File: src/rtl/func_pkg.sv
// Shared definitions for the function sequencer: func codes, entry layout, FSM states.
// Entry byte layout: [7] last, [6:4] func, [3:0] memory address.
package func_pkg;

    localparam int DEPTH   = 16;
    localparam int PC_W    = 4;
    localparam int ENTRY_W = 8;
    localparam int FUNC_W  = 3;
    localparam int ADDR_W  = 4;

    localparam int LAST_BIT = 7;
    localparam int FUNC_MSB = 6;
    localparam int FUNC_LSB = 4;
    localparam int ADDR_MSB = 3;
    localparam int ADDR_LSB = 0;

    localparam logic [FUNC_W-1:0] FUNC_ROM_OUT    = 3'd0;
    localparam logic [FUNC_W-1:0] FUNC_RAM_OUT    = 3'd1;
    localparam logic [FUNC_W-1:0] FUNC_SW_OUT     = 3'd2;
    localparam logic [FUNC_W-1:0] FUNC_SW_TO_RAM  = 3'd3;
    localparam logic [FUNC_W-1:0] FUNC_ROM_TO_RAM = 3'd4;
    localparam logic [FUNC_W-1:0] FUNC_SW_TO_LED  = 3'd5;
    localparam logic [FUNC_W-1:0] FUNC_ROM_TO_LED = 3'd6;
    localparam logic [FUNC_W-1:0] FUNC_RAM_TO_LED = 3'd7;

    // Bit n set means func code n occupies the bus for two cycles.
    localparam logic [7:0] TWO_CYCLE_SET = 8'b1111_1000;

    typedef enum logic [2:0] {
        S_IDLE,
        S_ISSUE,
        S_HOLD,
        S_WAIT_STEP,
        S_DONE
    } state_t;

    typedef struct packed {
        logic              last;
        logic [FUNC_W-1:0] func;
        logic [ADDR_W-1:0] addr;
    } entry_t;

    function automatic entry_t decode_entry(input logic [ENTRY_W-1:0] raw);
        entry_t e;
        e.last = raw[LAST_BIT];
        e.func = raw[FUNC_MSB:FUNC_LSB];
        e.addr = raw[ADDR_MSB:ADDR_LSB];
        return e;
    endfunction

    function automatic logic is_two_cycle(input logic [FUNC_W-1:0] f);
        return TWO_CYCLE_SET[f];
    endfunction

endpackage

File: src/rtl/func_sequencer_if.sv
// Program-load, run-control and function-issue signals of the sequencer.
// master = controller/host side, slave = the sequencer itself.
interface func_sequencer_if;
    import func_pkg::*;

    logic                prog_we;
    logic [PC_W-1:0]     prog_addr;
    logic [ENTRY_W-1:0]  prog_data;
    logic                start;
    logic                step_mode;
    logic                step;
    logic                abort;
    logic [FUNC_W-1:0]   func;
    logic [ADDR_W-1:0]   addr;
    logic [PC_W-1:0]     pc;
    logic                busy;
    logic                done;

    modport master (
        output prog_we, prog_addr, prog_data, start, step_mode, step, abort,
        input  func, addr, pc, busy, done
    );

    modport slave (
        input  prog_we, prog_addr, prog_data, start, step_mode, step, abort,
        output func, addr, pc, busy, done
    );

endinterface

File: src/rtl/prog_mem.sv
// 16 x 8 program store: one synchronous write port, one asynchronous read port.
// Contents are deliberately not reset so a program survives a sequencer reset.
module prog_mem
    import func_pkg::*;
(
    input  logic               clk,
    input  logic               we,
    input  logic [PC_W-1:0]    waddr,
    input  logic [ENTRY_W-1:0] wdata,
    input  logic [PC_W-1:0]    raddr,
    output logic [ENTRY_W-1:0] rdata
);

    logic [ENTRY_W-1:0] mem [DEPTH];

    always_ff @(posedge clk) begin
        if (we) begin
            mem[waddr] <= wdata;
        end
    end

    assign rdata = mem[raddr];

endmodule

File: src/rtl/func_sequencer.sv
// Steps through a stored program, issuing func/addr for one or two cycles per entry.
// Supports single-step, abort at entry boundaries, and a one-cycle done pulse.
module func_sequencer
    import func_pkg::*;
(
    input  logic          clk,
    input  logic          n_reset,
    func_sequencer_if.slave sif
);

    state_t             state;
    state_t             state_nxt;
    logic [PC_W-1:0]    pc;
    logic [PC_W-1:0]    pc_nxt;
    logic [ENTRY_W-1:0] raw_entry;
    entry_t             ent;
    logic               mem_we;

    state_t             bnd_state;
    logic [PC_W-1:0]    bnd_pc;

    logic [FUNC_W-1:0]  func_o;
    logic [ADDR_W-1:0]  addr_o;
    logic               busy_o;
    logic               done_o;

    // Program may only change while no run is in progress.
    assign mem_we = sif.prog_we && (state == S_IDLE);

    prog_mem u_prog_mem (
        .clk   (clk),
        .we    (mem_we),
        .waddr (sif.prog_addr),
        .wdata (sif.prog_data),
        .raddr (pc),
        .rdata (raw_entry)
    );

    assign ent = decode_entry(raw_entry);

    always_ff @(posedge clk) begin
        if (!n_reset) begin
            state <= S_IDLE;
            pc    <= '0;
        end else begin
            state <= state_nxt;
            pc    <= pc_nxt;
        end
    end

    // Decision taken on the last cycle of an entry; pc 15 always terminates.
    always_comb begin
        bnd_state = S_ISSUE;
        bnd_pc    = pc + 4'd1;
        if (sif.abort) begin
            bnd_state = S_IDLE;
            bnd_pc    = pc;
        end else if (ent.last || (pc == 4'd15)) begin
            bnd_state = S_DONE;
            bnd_pc    = pc;
        end else if (sif.step_mode) begin
            bnd_state = S_WAIT_STEP;
            bnd_pc    = pc;
        end
    end

    always_comb begin
        state_nxt = state;
        pc_nxt    = pc;
        case (state)
            S_IDLE: begin
                if (sif.start) begin
                    state_nxt = S_ISSUE;
                    pc_nxt    = '0;
                end
            end
            S_ISSUE: begin
                if (is_two_cycle(ent.func)) begin
                    state_nxt = S_HOLD;
                end else begin
                    state_nxt = bnd_state;
                    pc_nxt    = bnd_pc;
                end
            end
            S_HOLD: begin
                state_nxt = bnd_state;
                pc_nxt    = bnd_pc;
            end
            S_WAIT_STEP: begin
                if (sif.abort) begin
                    state_nxt = S_IDLE;
                end else if (sif.step) begin
                    state_nxt = S_ISSUE;
                    pc_nxt    = pc + 4'd1;
                end
            end
            S_DONE: begin
                state_nxt = S_IDLE;
            end
            default: begin
                state_nxt = S_IDLE;
            end
        endcase
    end

    always_comb begin
        func_o = FUNC_ROM_OUT;
        addr_o = '0;
        busy_o = (state != S_IDLE);
        done_o = (state == S_DONE);
        if ((state == S_ISSUE) || (state == S_HOLD)) begin
            func_o = ent.func;
            addr_o = ent.addr;
        end
    end

    assign sif.func = func_o;
    assign sif.addr = addr_o;
    assign sif.pc   = pc;
    assign sif.busy = busy_o;
    assign sif.done = done_o;

endmodule

File: src/flat_wrapper.sv
// flat-port wrapper written by rule: the top's interface ports become plain ports
module func_sequencer_flat import func_pkg::*;
  (clk, n_reset, sif_prog_we, sif_prog_addr, sif_prog_data, sif_start, sif_step_mode, sif_step, sif_abort, sif_func, sif_addr, sif_pc, sif_busy, sif_done);
  func_sequencer_if sif_i ();
  input  logic clk;
  input  logic n_reset;
  input wire logic [$bits(sif_i.prog_we)-1:0] sif_prog_we;
  input wire logic [$bits(sif_i.prog_addr)-1:0] sif_prog_addr;
  input wire logic [$bits(sif_i.prog_data)-1:0] sif_prog_data;
  input wire logic [$bits(sif_i.start)-1:0] sif_start;
  input wire logic [$bits(sif_i.step_mode)-1:0] sif_step_mode;
  input wire logic [$bits(sif_i.step)-1:0] sif_step;
  input wire logic [$bits(sif_i.abort)-1:0] sif_abort;
  output wire logic [$bits(sif_i.func)-1:0] sif_func;
  output wire logic [$bits(sif_i.addr)-1:0] sif_addr;
  output wire logic [$bits(sif_i.pc)-1:0] sif_pc;
  output wire logic [$bits(sif_i.busy)-1:0] sif_busy;
  output wire logic [$bits(sif_i.done)-1:0] sif_done;
  assign sif_i.prog_we = sif_prog_we;
  assign sif_i.prog_addr = sif_prog_addr;
  assign sif_i.prog_data = sif_prog_data;
  assign sif_i.start = sif_start;
  assign sif_i.step_mode = sif_step_mode;
  assign sif_i.step = sif_step;
  assign sif_i.abort = sif_abort;
  assign sif_func = sif_i.func;
  assign sif_addr = sif_i.addr;
  assign sif_pc = sif_i.pc;
  assign sif_busy = sif_i.busy;
  assign sif_done = sif_i.done;
  func_sequencer u_core (.clk(clk), .n_reset(n_reset), .sif(sif_i));
endmodule
File: config.mk
export PLATFORM = sky130hd
export DESIGN_NAME = func_sequencer_flat
export DESIGN_NICKNAME = d
export VERILOG_FILES = /design/src/rtl/func_pkg.sv /design/src/rtl/func_sequencer_if.sv /design/src/rtl/prog_mem.sv /design/src/rtl/func_sequencer.sv /design/src/flat_wrapper.sv
export SDC_FILE = /design/constraint.sdc
export NUM_CORES = 1
export LEC_CHECK = 0
export BUFFER_PORTS_ARGS = -buffer_cell sky130_fd_sc_hd__buf_2
export CAP_MARGIN = 0
export CORE_UTILIZATION = 40
export CTS_CLUSTER_DIAMETER = 40
export DETAILED_ROUTE_END_ITERATION = 6
export GPL_TIMING_DRIVEN = 0
export HOLD_SLACK_MARGIN = 0.1
export PLACE_DENSITY = 0.54
export REMOVE_ABC_BUFFERS = 1
export SYNTH_ARGS = -nofsm -noshare
export SYNTH_HDL_FRONTEND = slang
export SYNTH_SLANG_ARGS = --single-unit
File: constraint.sdc
create_clock -name clk -period 2.9 [get_ports clk]
set_input_delay 0.58 -clock clk [delete_from_list [all_inputs] [get_ports clk]]
set_output_delay 0.58 -clock clk [all_outputs]
set_load 0.05 [all_outputs]
==> results.md, run 1 <==
- Worst R2R Setup Slack: 160 ps
- Cell internal pwr: 3.63 mW
- Hold Crit Start: n_reset
- Combinational share of power: 4.5%
- Top cell type's share of synthesized area: 67.7%
- F_max: 344 MHz
- Final Setup Violations: 1
- GPL Wtd Cong: 0.816
- Clk buf depth: 2
- Biggest area consumer among synthesized cells: edfxtp_1
- Chip Width: 121 um
- Post-place setup slack: -462 ps
- Initial antenna violation count: 0
- Final hold violation count: 0
- DRC: 0
- Leak: 2.20 nW
- Detailed Place HPWL: 7180 um
- DR WL/cell: around 22 um
- Initial drt markers: 183
- Syn_area_per_cell: 18.7 um^2
- Most common cell after layout, fill and taps aside: edfxtp_1
- Die area: 0.0147 mm^2
- Crit path required time: about 2300 ps
- Share of layout cells above drive strength 1: 32.9%
- Async set-reset flop share out of synthesis: 0%
- Pwr Density: between 600 and 700 mW/mm^2
- Clock Skew: about 5 ps
- TritonRoute pass-1 iters: 4
- Hold Path Class: in -> reg
- First-pass GRT wire length: 18200 um
- Sequential share of power: around half
- CTS tree: yes
- Post-CTS Hold Buffers: 0
- Violated checks: setup timing
- Clk pin slew, worst setup/hold paths: 60 ps
- Yosys Warn Count: 0
- CTS root buf: clkbuf_16
- Clk pwr share: 47.3%
- Largest net degree at the start of global routing: 27
- Antenna diodes: 0
- Cts bufs inserted: 17
- RSZ-0062 raised after global routing: yes
- Row count: 43
- Layout area overhead: 19.6%
- DRT antenna net count: 0
- Setup CP Type: reg -> out
- Count of cell types in the netlist: 45
- Fin crit period: 2900 ps
- Clock H-tree levels: 4
- R2r worst-path depth: 8
- CTS sink cnt: 139
- Hold path depth: 3
- Number of port buffers: 31
- Vias in the first global route: ~3000
- Max cap viols: 0
- CP Capture Type: output pin
- Most frequent cells in the layout: edfxtp_1 (128), mux4_2 (31), nor2_1 (24), buf_2 (24), clkbuf_16 (17)
- #FFs+latches synth: 139
- Maximum vdd drop: 0.000402 V
- Worst rel slew slack: 18.2%
- Register area share after synthesis: 71.6%
- Worst-margin pin slew: 1220 ps
- Psw: 0.978 mW
- Later-pin clock latency in the skew report: 420 ps
- DRT Wirelength: 12100 um
- Area of the mapped netlist: 0.00568 mm^2
- Post-synth EDFFs: 128
- Die Y: 121 um
- Switch share: roughly a fifth
- Worst setup margin: -2.98 ps
- Number of I/O pins: 32
- All-Layer GR Usage: 18.1%
- Total congestion overflow: 0
- CP Data Arrival Time: 2320 ps
- Final core occ: a little under 50%
- Synth Flop Type: edfxtp_1
- Outcome: complete, but fails checks
- Fin nets: 372
- Synth top area cells: edfxtp_1 (68%), mux4_2 (9.5%), mux4_1 (4.6%)
- Core area: 0.0139 mm^2
- CP Launch Type: flop
- Final-report max-slew violation count: 0
- Final period util: 100%
- Gate Count Post-Synth: 304
- Routed vias/inst: 5.41
- Starting density of the core: 40.9%
- Vias after detailed routing: 2947
- CP max FO: 11
==> per-layer routing <==
layer  vias to the layer above  part of all wire, %  global-route usage, %  routed length [um]
met3                        12                  3.7                   5.03                 448
met5                         -                    0                      0                   0
met1                      1518                   46                   23.9                5580
li1                       1349                    -                      -                   -
met2                        68                   49                   28.8                5950
met4                         0                  1.3                   6.10                 159
==> layout make-up <==
class                           instances  area [um^2]
Clock inverter                         15          174
Inverter                                3         11.3
Tap cell                              180          225
Sequential cell                       139         4080
Fill cell                            1153         7090
Timing Repair Buffer                   41          339
Clock buffer                           17          425
Multi-Input combinational cell        150         1540
==> logic make-up after synthesis <==
group / after synthesis / synth area share, %
compound gates: 34 / 4.74
fa+ha+maj: 1 / 0.220
buf+inv: 15 / 1.61
flops: 139 / 71.6
mux: 38 / 14.9
simple gates: 77 / 6.96
==> timing repair <==
item / in CTS / in global routing
pin swaps: 0 / 1
gates resized for setup: 25 / 11
cloned: 1 / 0
endpoints found under the setup margin: 17 / 13
setup buffers: 3 / 2
==> synth_stat cells (2+ instances only) <==
library cell / count
nor2_1: 24
a21oi_1: 3
mux2_2: 2
mux4_1: 10
buf_6: 2
edfxtp_1: 128
a31o_1: 2
a22o_1: 3
o31ai_1: 4
or3_1: 3
nor3_1: 9
o22ai_1: 4
and2_1: 4
o21ai_1: 2
a221oi_1: 3
o21ai_0: 5
nor3b_1: 3
clkbuf_1: 5
and3_1: 3
mux4_2: 24
inv_1: 3
nor2b_1: 8
nand2b_1: 6
buf_2: 3
nand3_1: 2
nand2_1: 9
mux2i_1: 2
dfxtp_1: 11
==> per-stage QoR <==
| stage | hold slack (ps) | setup TNS (ps) | total power [mW] | cells | cell area, um^2 |
|---|---|---|---|---|---|
| 2_1_floorplan | 624 | -5930 | 2.37 | 292 | 5600 |
| 3_3_place_gp | 499 | -24060 | 2.45 | 503 | 5980 |
| 3_5_place_dp | 504 | -4390 | 2.46 | 507 | 6050 |
| 4_1_cts | 493 | -132 | 4.63 | 543 | 6770 |
| 5_1_grt | 525 | -387 | 4.74 | 545 | 6790 |
| 6_report | 513 | -2.98 | 4.61 | 545 | 6790 |
==> state kept, by name, summed over array words and instances, names as in the netlist, named ones only <==
register / cells
u_core.sif.pc: 4
u_core.u_prog_mem.mem: 128
u_core.state: 3
==> power by group through the flow <==
| stage | Clock (mW) | Combinational (mW) | Sequential, mW |
|---|---|---|---|
| 2_1_floorplan | 0 | 0.106 | 2.27 |
| 3_3_place_gp | 0 | 0.179 | 2.27 |
| 3_5_place_dp | 0 | 0.191 | 2.27 |
| 4_1_cts | 2.20 | 0.205 | 2.22 |
| 5_1_grt | 2.29 | 0.225 | 2.22 |
| 6_report | 2.18 | 0.208 | 2.22 |
==> worst max-delay path: stages, from the launching register on <==
cell     delay (ps)
dfxtp_4         400
buf_12          170
mux4_2          500
mux4_2          460
nor2b_1         170
buf_6           190
==> worst max-delay path by stage <==
| stage | startpoint | cells past startpoint | end |
|---|---|---|---|
| floorplan | flop | 7 | flop |
| global placement | flop | 7 | flop |
| detailed placement | flop | 7 | flop |
| CTS | flop | 5 | sif_addr[1] |
| global route | flop | 5 | sif_addr[1] |
| finish | flop | 5 | sif_addr[1] |
No activity file was read; power rests on OpenSTA's default activity.
==> run 2, diff against run 1 <==
TNS_END_PERCENT = 50   (was unset)
==> run 2 against run 1 <==
Net effect:
- the flow still finishes with violations (setup timing)
- first-iteration DRC count shrank 7.1%
- largest power group unchanged
- critical path depth is 1 higher
- non-clock buffer count is the same
- critical path type unchanged
- clock power is essentially flat
==> results.md, run 2 (synthesized netlist as in run 1, its figures left out) <==
- Outcome: complete, but fails checks (unchanged)
- Violated checks: setup timing (unchanged)
- Maximum vdd drop: 0.000402 V (about the same)
- R2r worst-path depth: 9 (was 8)
- Clk pin slew, worst setup/hold paths: 60 ps (about the same)
- Max cap viols: 0 (unchanged)
- Initial drt markers: 170 (was 183)
- DRT antenna net count: 0 (unchanged)
- Final period util: 101% (was 100%)
- Worst rel slew slack: 17.2% (was 18.2%)
- Layout area overhead: 20.2% (was 19.6%)
- RSZ-0062 raised after global routing: yes (unchanged)
- Fillers: 1151 (was 1153)
- Cell area after placement: 0.00605 mm^2 (unchanged)
- Row count: 43 (unchanged)
- Number of port buffers: 31 (unchanged)
- Initial antenna violation count: 0 (unchanged)
- Core area: 0.0139 mm^2 (unchanged)
- Chip Width: 121 um (unchanged)
- DRC: 0 (unchanged)
- Hold Path Class: in -> reg (unchanged)
- Worst setup margin: -31.4 ps (was -2.98 ps)
- CTS root buf: clkbuf_16 (unchanged)
- Most common cell after layout, fill and taps aside: edfxtp_1 (unchanged)
- Max FFs per register: 128 (unchanged)
- Final-report max-slew violation count: 0 (unchanged)
- Share of layout cells above drive strength 1: 31.5% (was 32.9%)
- Crit path required time: 2320 ps (about the same)
- Largest stage delay, worst path: 580 ps (was 500 ps)
- Fin crit period: 2930 ps (was 2900 ps)
- Total congestion overflow: 0 (unchanged)
- Cts bufs inserted: 17 (unchanged)
- GPL Wtd Cong: 0.816 (unchanged)
- Crit path to: sif_func[1] (was sif_addr[1])
- DRT Wirelength: 12300 um (was 12100 um)
- Worst R2R Setup Slack: 160 ps (about the same)
- Die area: 0.0147 mm^2 (unchanged)
- All-Layer GR Usage: 18.0% (was 18.1%)
- CTS sink cnt: 139 (unchanged)
- CP Data Arrival Time: 2350 ps (was 2320 ps)
- Number of I/O pins: 32 (unchanged)
- Most frequent cells in the layout: edfxtp_1 (128), mux4_2 (26), nor2_1 (24), buf_2 (24), clkbuf_16 (17) (was edfxtp_1 (128), mux4_2 (31), nor2_1 (24), buf_2 (24), clkbuf_16 (17))
- Worst-margin pin slew: 1240 ps (was 1220 ps)
- CP max FO: 10 (was 11)
- Post-place setup slack: -462 ps (unchanged)
- Final Setup Violations: 2 (was 1)
- Min Hold Slack: 511 ps (was 513 ps)
- Biggest register: u_core.u_prog_mem.mem (unchanged)
- Critical path's slowest cell: mux4_1 (was mux4_2)
- Largest net degree at the start of global routing: 27 (unchanged)
- Antenna diodes: 0 (unchanged)
- CTS tree: yes (unchanged)
- Fin nets: 372 (unchanged)
- Dpl cells: 507 (unchanged)
- CP Launch Type: flop (unchanged)
- First-pass GRT wire length: 18100 um (was 18200 um)
- CP Capture Type: output pin (unchanged)
- Leak: 2.22 nW (was 2.20 nW)
- Cell area after layout: 0.00683 mm^2 (was 0.00679 mm^2)
- Clock H-tree levels: 4 (unchanged)
- DR WL/cell: 22.6 um (was 22.3 um)
- Worst-path cell chain: buf_12 > mux4_1 > a22o_1 > a221oi_2 > nor2_1 > buf_6 (was buf_12 > mux4_2 > mux4_2 > nor2b_1 > buf_6)
- F_max: 341 MHz (was 344 MHz)
- Later-pin clock latency in the skew report: 420 ps (about the same)
- Die Y: 121 um (unchanged)
- Cell Count, Final, Fillers Out: 545 (unchanged)
- Vias in the first global route: 2983 (was 2998)
- Top Registers: u_core.u_prog_mem.mem (128), u_core.sif.pc (4), u_core.state (3) (unchanged)
- Setup TNS: -32.1 ps (was -2.98 ps)
- Routed vias/inst: 5.48 (was 5.41)
- Starting density of the core: 40.9% (unchanged)
- TritonRoute pass-1 iters: 4 (unchanged)
- Detailed Place HPWL: 7180 um (unchanged)
- Pwr Density: 675 mW/mm^2 (was 678 mW/mm^2)
- Setup CP Type: reg -> out (unchanged)
- Post-CTS Hold Buffers: 0 (unchanged)
- Clock Skew: 3.83 ps (was 5.02 ps)
- Final hold violation count: 0 (unchanged)
- Clk buf depth: 2 (unchanged)
- Vias after detailed routing: 2984 (was 2947)
-- run 2: per-stage QoR --
| step | total power, mW | util, % |
|---|---|---|
| finish | 4.61 | 49.2 |
| global route | 4.74 | 49.2 |
| CTS | 4.63 | 48.8 |
| detailed placement | 2.46 | 43.6 |
| global placement | 2.45 | 43.1 |
| floorplan | 2.37 | - |
-- run 2: area by class of cell --
type                            instances  area [um^2]  share of cell area (%)
Sequential cell                       139         4080                    59.7
Timing Repair Buffer                   41          355                    5.21
Inverter                                3         11.3                   0.165
Clock inverter                         15          174                    2.55
Tap cell                              180          225                    3.30
Clock buffer                           17          425                    6.23
Multi-Input combinational cell        150         1560                    22.9
-- run 2: worst max-delay path, delay by kind of cell, from the launching register on --
family | cells | cell delay, ps
buf+inv | 2 | 340
compound gates | 2 | 490
simple gates | 1 | 100
mux | 1 | 580
flops | 1 | 410
-- run 2: what timing repair did --
item	in CTS	in global routing
endpoints found under the hold margin	0	0
setup buffers	2	3
setup endpoints to repair	17	14
cloned	1	0
resized for setup	21	9
-- run 2: power by group --
part / switching (mW) / internal (mW) / total (mW)
registers: 0.0110 / 2.21 / 2.22
logic: 0.139 / 0.0689 / 0.208
clock network: 0.829 / 1.35 / 2.18
-- run 2: worst min path at each step --
stage / from / to / slack (ps) / cells past startpoint
after CTS: n_reset / flop / 490 / 3
after global routing: n_reset / flop / 520 / 3
after global placement: u_core.sif.pc[3] / u_core.sif.pc[3] / 500 / 1
final: n_reset / flop / 510 / 3
after detailed placement: u_core.sif.pc[3] / u_core.sif.pc[3] / 500 / 1
after floorplan: u_core.state[1] / u_core.state[0] / 620 / 2
-- run 2: metal layers --
metal / track usage, % / up-vias / part of all wire, %
li1: - / 1352 / -
met1: 23.7 / 1555 / 46
met2: 28.7 / 67 / 48
met3: 5.03 / 10 / 4.1
met4: 6.10 / 0 / 1.1
met5: 0 / - / 0
==> run 3, diff against run 2 <==
CAP_MARGIN = unset   (was 0)
clock period = 3.4 ns   (was 2.9 ns; I/O delays follow)
==> run 3 against run 2 <==
Net effect:
- the run now ends clean
- sequential cell count unchanged
- design area decreased by 2.3%
- combinational power decreased by 22%
- clock-buffer cell count unchanged
- setup slack improved by 290 ps
- largest power group unchanged
- critical endpoint is now sif_addr[1]
- die area unchanged
==> results.md, run 3 (synthesized netlist as in run 1, its figures left out) <==
- Clk buf depth: 2 (unchanged)
- Outcome: complete, no violations (was complete, but fails checks)
- Final hold violation count: 0 (unchanged)
- Post-CTS Hold Buffers: 0 (unchanged)
- Max cap viols: 0 (unchanged)
- Cell Count, Final, Fillers Out: 541 (was 545)
- Clk pin slew, worst setup/hold paths: 60 ps (about the same)
- Die area: 0.0147 mm^2 (unchanged)
- Post-place setup slack: 37.7 ps (was -462 ps)
- All-Layer GR Usage: 17.8% (was 18.0%)
- Crit. path cell count: 4 (was 6)
- Row count: 43 (unchanged)
- Largest net degree at the start of global routing: 27 (unchanged)
- Dpl cells: 507 (unchanged)
- Share of layout cells above drive strength 1: 28.8% (was 31.5%)
- Worst setup margin: 255 ps (was -31.4 ps)
- Hold path depth: 1 (was 3)
- Worst rel slew slack: 18.1% (was 17.2%)
- DRT Wirelength: 11900 um (was 12300 um)
- Number of I/O pins: 32 (unchanged)
- Worst-path cell chain: mux4_2 > mux4_2 > nor2b_1 > buf_2 (was buf_12 > mux4_1 > a22o_1 > a221oi_2 > nor2_1 > buf_6)
- CP max FO: 26 (was 10)
- Worst Path Buf+Inv: 1 (was 2)
- Final-report max-slew violation count: 0 (unchanged)
- Number of port buffers: 31 (unchanged)
- Setup CP Type: reg -> out (unchanged)
- CP Launch Type: flop (unchanged)
- Antenna diodes: 0 (unchanged)
- Vias after detailed routing: 2920 (was 2984)
- Total congestion overflow: 0 (unchanged)
- Vias in the first global route: 2962 (was 2983)
- RSZ-0062 raised after global routing: no (was yes)
- Clock H-tree levels: 4 (unchanged)
- Largest stage delay, worst path: 780 ps (was 580 ps)
- R2r worst-path depth: 8 (was 9)
- Chip Width: 121 um (unchanged)
- Initial antenna violation count: 0 (unchanged)
- Initial drt markers: 141 (was 170)
- Routed vias/inst: 5.40 (was 5.48)
- DRT antenna net count: 0 (unchanged)
- Maximum vdd drop: 0.000338 V (was 0.000402 V)
- Starting density of the core: 40.9% (unchanged)
- Final Setup Violations: 0 (was 2)
- Pwr Density: 586 mW/mm^2 (was 675 mW/mm^2)
- Fin crit period: 3140 ps
- Critical path's slowest cell: dfxtp_2 (was mux4_1)
- DRC: 0 (unchanged)
- Detailed Place HPWL: 7180 um (unchanged)
- Final period util: 92.5%
- CP Data Arrival Time: 2460 ps (was 2350 ps)
- CP Capture Type: output pin (unchanged)
- Most frequent cells in the layout: edfxtp_1 (128), buf_2 (31), mux4_2 (24), nor2_1 (24), clkbuf_16 (17) (was edfxtp_1 (128), mux4_2 (26), nor2_1 (24), buf_2 (24), clkbuf_16 (17))
- Cts bufs inserted: 17 (unchanged)
- TritonRoute pass-1 iters: 4 (unchanged)
- Biggest register: u_core.u_prog_mem.mem (unchanged)
- F_max: 318 MHz
- CP delay by family, top: multiplexers (unchanged)
- GPL Wtd Cong: 0.816 (unchanged)
- Hold Path Class: reg -> reg (was in -> reg)
- First-pass GRT wire length: 17800 um (was 18100 um)
- Die Y: 121 um (unchanged)
- CTS root buf: clkbuf_16 (unchanged)
- Layout area overhead: 17.5% (was 20.2%)
- Max FFs per register: 128 (unchanged)
- Crit path required time: 2720 ps (was 2320 ps)
- Min Hold Slack: 515 ps (was 511 ps)
- CTS tree: yes (unchanged)
- Core area: 0.0139 mm^2 (unchanged)
- Final core occ: 48.1% (was 49.2%)
- CTS sink cnt: 139 (unchanged)
- Later-pin clock latency in the skew report: 410 ps (was 420 ps)
- Top Registers: u_core.u_prog_mem.mem (128), u_core.sif.pc (4), u_core.state (3) (unchanged)
- DR WL/cell: 22.0 um (was 22.6 um)
- Fin nets: 368 (was 372)
- CP most frequent cell: mux4_2
- Most common cell after layout, fill and taps aside: edfxtp_1 (unchanged)
- Worst-margin pin slew: 1220 ps (was 1240 ps)
- Clock Skew: 4.32 ps (was 3.83 ps)
- Leak: 2.17 nW (was 2.22 nW)
run 3: cell count changes in the layout (fill, tap and decap cells not counted), sizes merged:
cell	previous run	this run
bufbuf	1	0
buf	40	37
run 3: final timing paths:
path	startpoint	endpoint	slack, ps
max	flop	sif_addr[1]	260
min	u_core.sif.pc[3]	u_core.sif.pc[3]	510
max reg2reg	flop	flop	450
min reg2reg	u_core.sif.pc[3]	u_core.sif.pc[3]	510
run 3: repair_timing:
item,4_1_cts,5_1_grt
endpoints found under the setup margin,9,2
buffers inserted,0,2
gates resized for setup,3,0
run 3: stage by stage:
stage	TNS, ps	instance area, um^2	power, mW
after floorplan	0	5600	2.02
after global placement	-14090	5980	2.09
after detailed placement	0	6050	2.10
after CTS	0	6660	3.94
after global routing	0	6670	4.03
final	0	6670	3.91
run 3: metal layers:
metal | vias up | global-route usage [%] | wire (um)
met5 | - | 0 | 0
met4 | 0 | 6.10 | 136
met3 | 10 | 4.93 | 538
met2 | 62 | 28.3 | 5880
met1 | 1504 | 23.5 | 5360
li1 | 1344 | - | -
run 3: power by group:
part	leakage (nW)	total, mW	internal [mW]	switching, mW
registers	1.25	1.90	1.89	0.00919
logic	0.636	0.163	0.0479	0.115
clock network	0.285	1.85	1.15	0.702
total	2.17	3.91	3.09	0.826
run 3: worst reg2reg max path, cell delays in order (launching register included):
cell and delay (ps):
dfxtp_4 380, buf_12 200, mux4_1 600, a22o_1 230, a221oi_1 300, o21ai_1 290
nor4_1 350, o21ai_1 220, o31ai_1 290
run 3: cell type report:
cell class / count / area, um^2
Clock buffer: 17 / 425
Fill cell: 1169 / 7210
Multi-Input combinational cell: 150 / 1540
Sequential cell: 139 / 4070
Inverter: 3 / 11.3
Timing Repair Buffer: 37 / 224
Clock inverter: 15 / 174
Tap cell: 180 / 225
